File: src/rtl/mux_sel_sequencer_if.sv
// Handshake bundle between the round-robin select sequencer and its
// environment: channel requests and downstream ready in, mux select pair,
// grant vector and status out.
interface mux_sel_sequencer_if;
   logic [3:0] req;
   logic       out_ready;
   logic       s1;
   logic       s0;
   logic [3:0] grant;
   logic       out_valid;
   logic       burst_done;

   // Sequencer side: drives the mux selects and status.
   modport master (
      input  req,
      input  out_ready,
      output s1,
      output s0,
      output grant,
      output out_valid,
      output burst_done
   );

   // Environment side: requesting channels and downstream consumer.
   modport slave (
      output req,
      output out_ready,
      input  s1,
      input  s0,
      input  grant,
      input  out_valid,
      input  burst_done
   );
endinterface

File: src/rtl/mux_sel_sequencer.sv
// Round-robin select generator for a 4:1 channel mux. A grant is held for up
// to BURST_LEN accepted transfers (or until the owner drops its request),
// then priority rotates to the channel after the one just served. One idle
// bubble always separates consecutive grants.
module mux_sel_sequencer #(
   parameter int BURST_LEN = 4,
   parameter int CNT_W     = 3
) (
   input  logic                clk,
   input  logic                rst_n,
   mux_sel_sequencer_if.master bus
);

   typedef enum logic [0:0] {
      ST_IDLE = 1'b0,
      ST_BUSY = 1'b1
   } state_t;

   localparam logic [CNT_W-1:0] CNT_LAST = CNT_W'(BURST_LEN - 1);

   state_t           state_q, state_d;
   logic [1:0]       sel_q,   sel_d;
   logic [3:0]       grant_q, grant_d;
   logic             done_q,  done_d;
   logic [1:0]       ptr_q,   ptr_d;
   logic [CNT_W-1:0] cnt_q,   cnt_d;
   logic [2:0]       win_s;
   logic             valid_s;

   // Returns {found, index} of the first requester scanning from p upward
   // (mod 4). The scan runs backwards so the nearest hit is written last.
   function automatic logic [2:0] pick_winner(input logic [3:0] r, input logic [1:0] p);
      logic [2:0] res;
      logic [1:0] c;
      res = 3'b000;
      for (int k = 3; k >= 0; k--) begin
         c = p + 2'(k);
         if (r[c]) begin
            res = {1'b1, c};
         end else begin
            res = res;
         end
      end
      return res;
   endfunction

   assign win_s   = pick_winner(bus.req, ptr_q);
   // Valid only while the owner still requests; other channels are ignored.
   assign valid_s = (state_q == ST_BUSY) && bus.req[sel_q];

   // Next-state and output decode for the grant FSM.
   always_comb begin
      state_d = state_q;
      sel_d   = sel_q;
      grant_d = grant_q;
      done_d  = 1'b0;
      ptr_d   = ptr_q;
      cnt_d   = cnt_q;
      case (state_q)
         ST_IDLE: begin
            if (win_s[2]) begin
               state_d = ST_BUSY;
               sel_d   = win_s[1:0];
               grant_d = 4'b0001 << win_s[1:0];
               cnt_d   = {CNT_W{1'b0}};
            end else begin
               grant_d = 4'b0000;
            end
         end
         ST_BUSY: begin
            if (!valid_s || (bus.out_ready && (cnt_q == CNT_LAST))) begin
               // Grant ends: owner dropped out or burst is complete.
               state_d = ST_IDLE;
               grant_d = 4'b0000;
               ptr_d   = sel_q + 2'd1;
               cnt_d   = {CNT_W{1'b0}};
               done_d  = 1'b1;
            end else if (bus.out_ready) begin
               cnt_d = cnt_q + CNT_W'(1);
            end else begin
               // Stall: downstream not ready, everything held.
               cnt_d = cnt_q;
            end
         end
         default: begin
            state_d = ST_IDLE;
            sel_d   = 2'b00;
            grant_d = 4'b0000;
            ptr_d   = 2'b00;
            cnt_d   = {CNT_W{1'b0}};
         end
      endcase
   end

   // State, select, grant, pointer and counter registers.
   always_ff @(posedge clk or negedge rst_n) begin
      if (!rst_n) begin
         state_q <= ST_IDLE;
         sel_q   <= 2'b00;
         grant_q <= 4'b0000;
         done_q  <= 1'b0;
         ptr_q   <= 2'b00;
         cnt_q   <= {CNT_W{1'b0}};
      end else begin
         state_q <= state_d;
         sel_q   <= sel_d;
         grant_q <= grant_d;
         done_q  <= done_d;
         ptr_q   <= ptr_d;
         cnt_q   <= cnt_d;
      end
   end

   assign bus.s1         = sel_q[1];
   assign bus.s0         = sel_q[0];
   assign bus.grant      = grant_q;
   assign bus.burst_done = done_q;
   assign bus.out_valid  = valid_s;

endmodule

File: src/flat_wrapper.sv
// flat-port wrapper written by rule: the top's interface ports become plain ports
module mux_sel_sequencer_flat 
#(
   parameter int BURST_LEN = 4,
   parameter int CNT_W     = 3
)
  (clk, rst_n, bus_req, bus_out_ready, bus_s1, bus_s0, bus_grant, bus_out_valid, bus_burst_done);
  mux_sel_sequencer_if bus_i ();
  input  logic clk;
  input  logic rst_n;
  input wire logic [$bits(bus_i.req)-1:0] bus_req;
  input wire logic [$bits(bus_i.out_ready)-1:0] bus_out_ready;
  output wire logic [$bits(bus_i.s1)-1:0] bus_s1;
  output wire logic [$bits(bus_i.s0)-1:0] bus_s0;
  output wire logic [$bits(bus_i.grant)-1:0] bus_grant;
  output wire logic [$bits(bus_i.out_valid)-1:0] bus_out_valid;
  output wire logic [$bits(bus_i.burst_done)-1:0] bus_burst_done;
  assign bus_i.req = bus_req;
  assign bus_i.out_ready = bus_out_ready;
  assign bus_s1 = bus_i.s1;
  assign bus_s0 = bus_i.s0;
  assign bus_grant = bus_i.grant;
  assign bus_out_valid = bus_i.out_valid;
  assign bus_burst_done = bus_i.burst_done;
  mux_sel_sequencer #(.BURST_LEN(BURST_LEN), .CNT_W(CNT_W)) u_core (.clk(clk), .rst_n(rst_n), .bus(bus_i));
endmodule
File: config.mk
export PLATFORM = sky130hd
export DESIGN_NAME = mux_sel_sequencer_flat
export DESIGN_NICKNAME = d
export VERILOG_FILES = /design/src/rtl/mux_sel_sequencer_if.sv /design/src/rtl/mux_sel_sequencer.sv /design/src/flat_wrapper.sv
export SDC_FILE = /design/constraint.sdc
export NUM_CORES = 1
export LEC_CHECK = 0
export CAP_MARGIN = 20
export CORE_MARGIN = 5
export CORE_UTILIZATION = 51
export DETAILED_ROUTE_END_ITERATION = 7
export GPL_ROUTABILITY_DRIVEN = 0
export PLACE_DENSITY = 0.78
export SLEW_MARGIN = 20
export SYNTH_ARGS = -nofsm -noshare
export SYNTH_HDL_FRONTEND = slang
export SYNTH_SLANG_ARGS = --single-unit
File: constraint.sdc
create_clock -name clk -period 3.6 [get_ports clk]
set_input_delay 0.72 -clock clk [delete_from_list [all_inputs] [get_ports clk]]
set_output_delay 0.72 -clock clk [all_outputs]
set_load 0.02 [all_outputs]
==> results <==
- The number of cells traversed by the worst register-to-register path is 4.
- After clock tree synthesis, the clock-pin slew on the worst setup and hold paths is 0.08 ns.
- The number of post-CTS setup repair buffers is 0.
- The peak fanout along the critical path is 7.
- The total leakage power is 0.398 nW.
- The startpoint of the worst register-to-register path is u_core.sel_q[0]$_DFFE_PN0P_.
- The layout filler cell count is 96.
- No sink is reached through more buffers than the 2 on the longest clock path.
- The initial standard-cell utilization of the core is 53.1%.
- The die is 46.6 um wide.
- The count of max-cap constraint violations is 0.
- The critical path launch point type is an input pin.
- The startpoint identified for the worst hold timing path is u_core.cnt_q[1]$_DFFE_PN0P_.
- The number of global-route vias before repair came to 525.
- The final layout contains routed wiring with a total length of 1370 um.
- The worst-margin pin slew is 0.593 ns.
- The unique cell type count in the Yosys netlist is 29.
- In the final routed layout, each cell accounts on average for 15.2 um.
- The setup slack of the worst register-to-register path is 1.73 ns.
- The worst hold path belongs to the class flip-flop to flip-flop.
- The portion of netlist area occupied by mux cells is 11.7%.
- The setup skew after layout is 0.00659 ns.
- The source-to-sink clock delay at the later pin of the worst-skew pair is 0.28 ns.
- The ratio of final minimum period to clock period is 89.1%.
- The share of the synthesized netlist area taken by xor and xnor gates is 1.28%.
- For this run the aggregate overflow at the end of global routing stands at 0.
- The wire length of the first global-routing pass is 2410 um.
- The antenna violation net count after detailed routing is 0.
- Cell internal power was estimated by the tool at 0.454 mW.
- The net switching power of the design is 0.281 mW.
- In this run, synthesis produced a sequential element count of 13.
- The worst setup path is captured at an output port.
- A synthesized cell averages 11.8 um^2.
- Setup repair after global routing left no endpoint under its margin.
- The tree built by TritonCTS fans out to 13 sinks.
- CTS built an H-tree with a depth of 1.
- The number of clock buffers inserted by TritonCTS is 3.
- In this run, post-CTS hold repair placed 0 buffers.
- In the synthesized netlist, the number of instances is 58.
- Relative to the synthesized area, the layout overhead comes to 25.5%.
- The clock tree from TritonCTS is yes.
- Summing the areas of all compound-gate instances in the mapped netlist gives 18.7% of the synthesized area.
- The count of cells along the worst hold path is 1.
- The number of nets in the synthesized netlist is 67.
- Timing would allow up to 312 MHz.
- The number of antenna diodes in the final layout is 0.
- For this run, design rule violations remaining after detail routing come to 0.
- The adder and majority cell fraction of the synthesized area is 3.67%.
- For hold timing, the worst endpoint is u_core.cnt_q[1]$_DFFE_PN0P_.
- The area of all sequential standard cells is 325 um^2.
- Cells with a size suffix above 1 make up 16.0% of the layout.
- The number of nets in the finished design is 85.
- The proportion of power drawn by combinational gates is 51.9%.
- Of the total power, registers draw 35.7%.
- The flow ran to the end, and the final reports show no timing, DRC or antenna violations.
- The number of cell rows is 13.
- Setup violations remaining at the end of the flow were counted as 0.
- Detailed placement finished with a half-perimeter wire length of 1010 um.
- In this run, the clock network consumes 12.4% of the power.
- Yosys printed 0 warnings.
- The number of gates given a new drive strength after cts is 0.
- For this run, the detailed router's first-pass iteration total came to 4.
- Summing all multi-input logic gate instances after layout gives 327 um^2.
- Leaving out fill and tap cells, the most frequent cell in the layout is sky130_fd_sc_hd__clkdlybuf4s50_1.
- By area, the combinational part of the netlist is dominated by compound AO/OA/AOI/OAI gates.
- Final hold analysis gives a worst-case slack of 0.505 ns.
- Power spread over the standard cell area amounts to 859 nW/um^2.
- The sequential fraction of the synthesis area is 47.7%.
- The relative max-transition margin is 59.5%.
- The core region is 1280 um^2.
- The setup path with the least slack is of type input pin to output port.
- The final number of hold-violating endpoints came to 0.
- The tree is rooted in a sky130_fd_sc_hd__clkbuf_4.
- The netlist area before placement is 682 um^2.
- The number of pins exceeding their max-slew limit in the final report was 0.
- The global-route total usage across every layer is 16.5%.
- The iteration-0 DRC count of the detailed router is 10.
- The fraction of the mapped netlist area in simple logic gates is 12.5%.
- The worst endpoint data arrival time is 2.49 ns.
- The total number of vias is 517.
- The minimum period implied by the final worst setup slack is 3.21 ns.
- The initial antenna violation count is 0.
- The endpoint identified for the worst register-to-register timing path is u_core.ptr_q[1]$_DFFE_PN0P_.
- The pin count of the biggest net entering global routing is 14.
- Overall power consumption after layout is estimated at 0.735 mW.
- The y dimension of the die is 46.6 um.
- The worst-case IR drop observed on VDD is 0.427 mV.
- Setup total negative slack on the finished layout was measured at 0 ns.
- The floorplan step defined a die boundary enclosing 2170 um^2.
- The data required time of the critical path is 2.88 ns.
- The count of buffers from port buffering is 14.
- The top-level I/O count is 15.
- Dividing the detail-routed via count by the number of cells gives 5.74.
- Net switching is 38.2% of the power.
- The top cell types in the final layout, fill and taps aside, are 14 x sky130_fd_sc_hd__clkdlybuf4s50_1, 13 x sky130_fd_sc_hd__dfrtp_1, 5 x sky130_fd_sc_hd__inv_1, 4 x sky130_fd_sc_hd__a22o_2.
==> worst max-delay path, cell delays in order <==
cell                              delay, ns
sky130_fd_sc_hd__clkdlybuf4s50_1       0.50
sky130_fd_sc_hd__mux4_2                0.52
sky130_fd_sc_hd__nand2_1               0.16
sky130_fd_sc_hd__inv_1                 0.06
sky130_fd_sc_hd__clkdlybuf4s50_1       0.53
==> through the flow <==
step	area (um^2)	instances	utilization, %	setup WS (ns)
final	856	90	66.6	0.394
after floorplan	682	58	-	1.46
after global placement	830	86	64.6	0.451
after CTS	856	90	66.6	0.398
after global routing	856	90	66.6	0.298
after detailed placement	830	86	64.6	0.405
==> power groups by stage <==
stage               clock, mW  sequential (mW)  combinational, mW
global placement            0            0.263              0.375
floorplan                   0            0.298              0.219
global route            0.105            0.276              0.414
detailed placement          0            0.263              0.381
CTS                    0.0945            0.262              0.386
finish                 0.0912            0.262              0.382
==> cells in the mapped netlist (all sizes together) <==
master    n  area share [%]
dfrtp    13              48
inv       5             2.8
a22o      4             5.9
mux2      3             5.5
nand2     3             1.7
o21ai     3             2.2
ha        2             3.7
mux2i     2             2.9
nand2b    2             1.8
nor2b     2             2.9
nor3      2             1.5
o21a      2             2.2
a2111oi   1             1.3
a21o      1             1.3
a21oi     1            0.73
a221oi    1             1.3
and3      1            0.92
buf       1             1.7
mux4      1             3.3
nor2      1            0.55
nor3b     1             1.1
o21ba     1             1.5
o21bai    1             1.1
o22a      1             1.3
or3       1            0.92
or4       1             1.1
xor2      1             1.3
==> how the worst max path moves through the flow <==
stage               slack (ns)  depth (start not counted)       endpoint        from
floorplan                 1.46                          3  bus_out_valid  bus_req[3]
global placement          0.45                          5  bus_out_valid  bus_req[3]
detailed placement        0.40                          5  bus_out_valid  bus_req[3]
CTS                       0.40                          5  bus_out_valid  bus_req[3]
global route              0.30                          5  bus_out_valid  bus_req[3]
finish                    0.39                          5  bus_out_valid  bus_req[3]
==> per-layer routing <==
| metal | global-route usage (%) | share of wire [%] | vias to the layer above |
|---|---|---|---|
| li1 | - | - | 244 |
| met1 | 20.5 | 43 | 258 |
| met2 | 25.0 | 49 | 10 |
| met3 | 8.20 | 5.9 | 5 |
| met4 | 5.11 | 1.5 | 0 |
| met5 | 0 | 0 | - |
==> layout make-up <==
class / instances / area share (%)
Clock buffer: 4 / 3.07
Inverter: 5 / 2.19
Multi-Input combinational cell: 39 / 38.2
Sequential cell: 13 / 38.0
Tap cell: 15 / 2.19
Timing Repair Buffer: 14 / 16.4
==> logic make-up (layout without fill, tap and decap cells) <==
| group | Yosys count | count (layout) |
|---|---|---|
| XOR/XNOR | 1 | 1 |
| adder cells (fa/ha/maj) | 2 | 2 |
| AO/OA/AOI/OAI | 16 | 16 |
| buffers and inverters | 6 | 23 |
| flip-flops | 13 | 13 |
| AND/OR/NAND/NOR | 14 | 14 |
| multiplexers | 6 | 6 |
==> registers in the layout (all words and copies together), names as in the netlist <==
name,cells
u_core.bus.burst_done,1
u_core.ptr_q,2
u_core.sel_q,2
u_core.cnt_q,3
u_core.state_q,1
u_core.bus.grant,4
(Power assumes the default switching activity.)
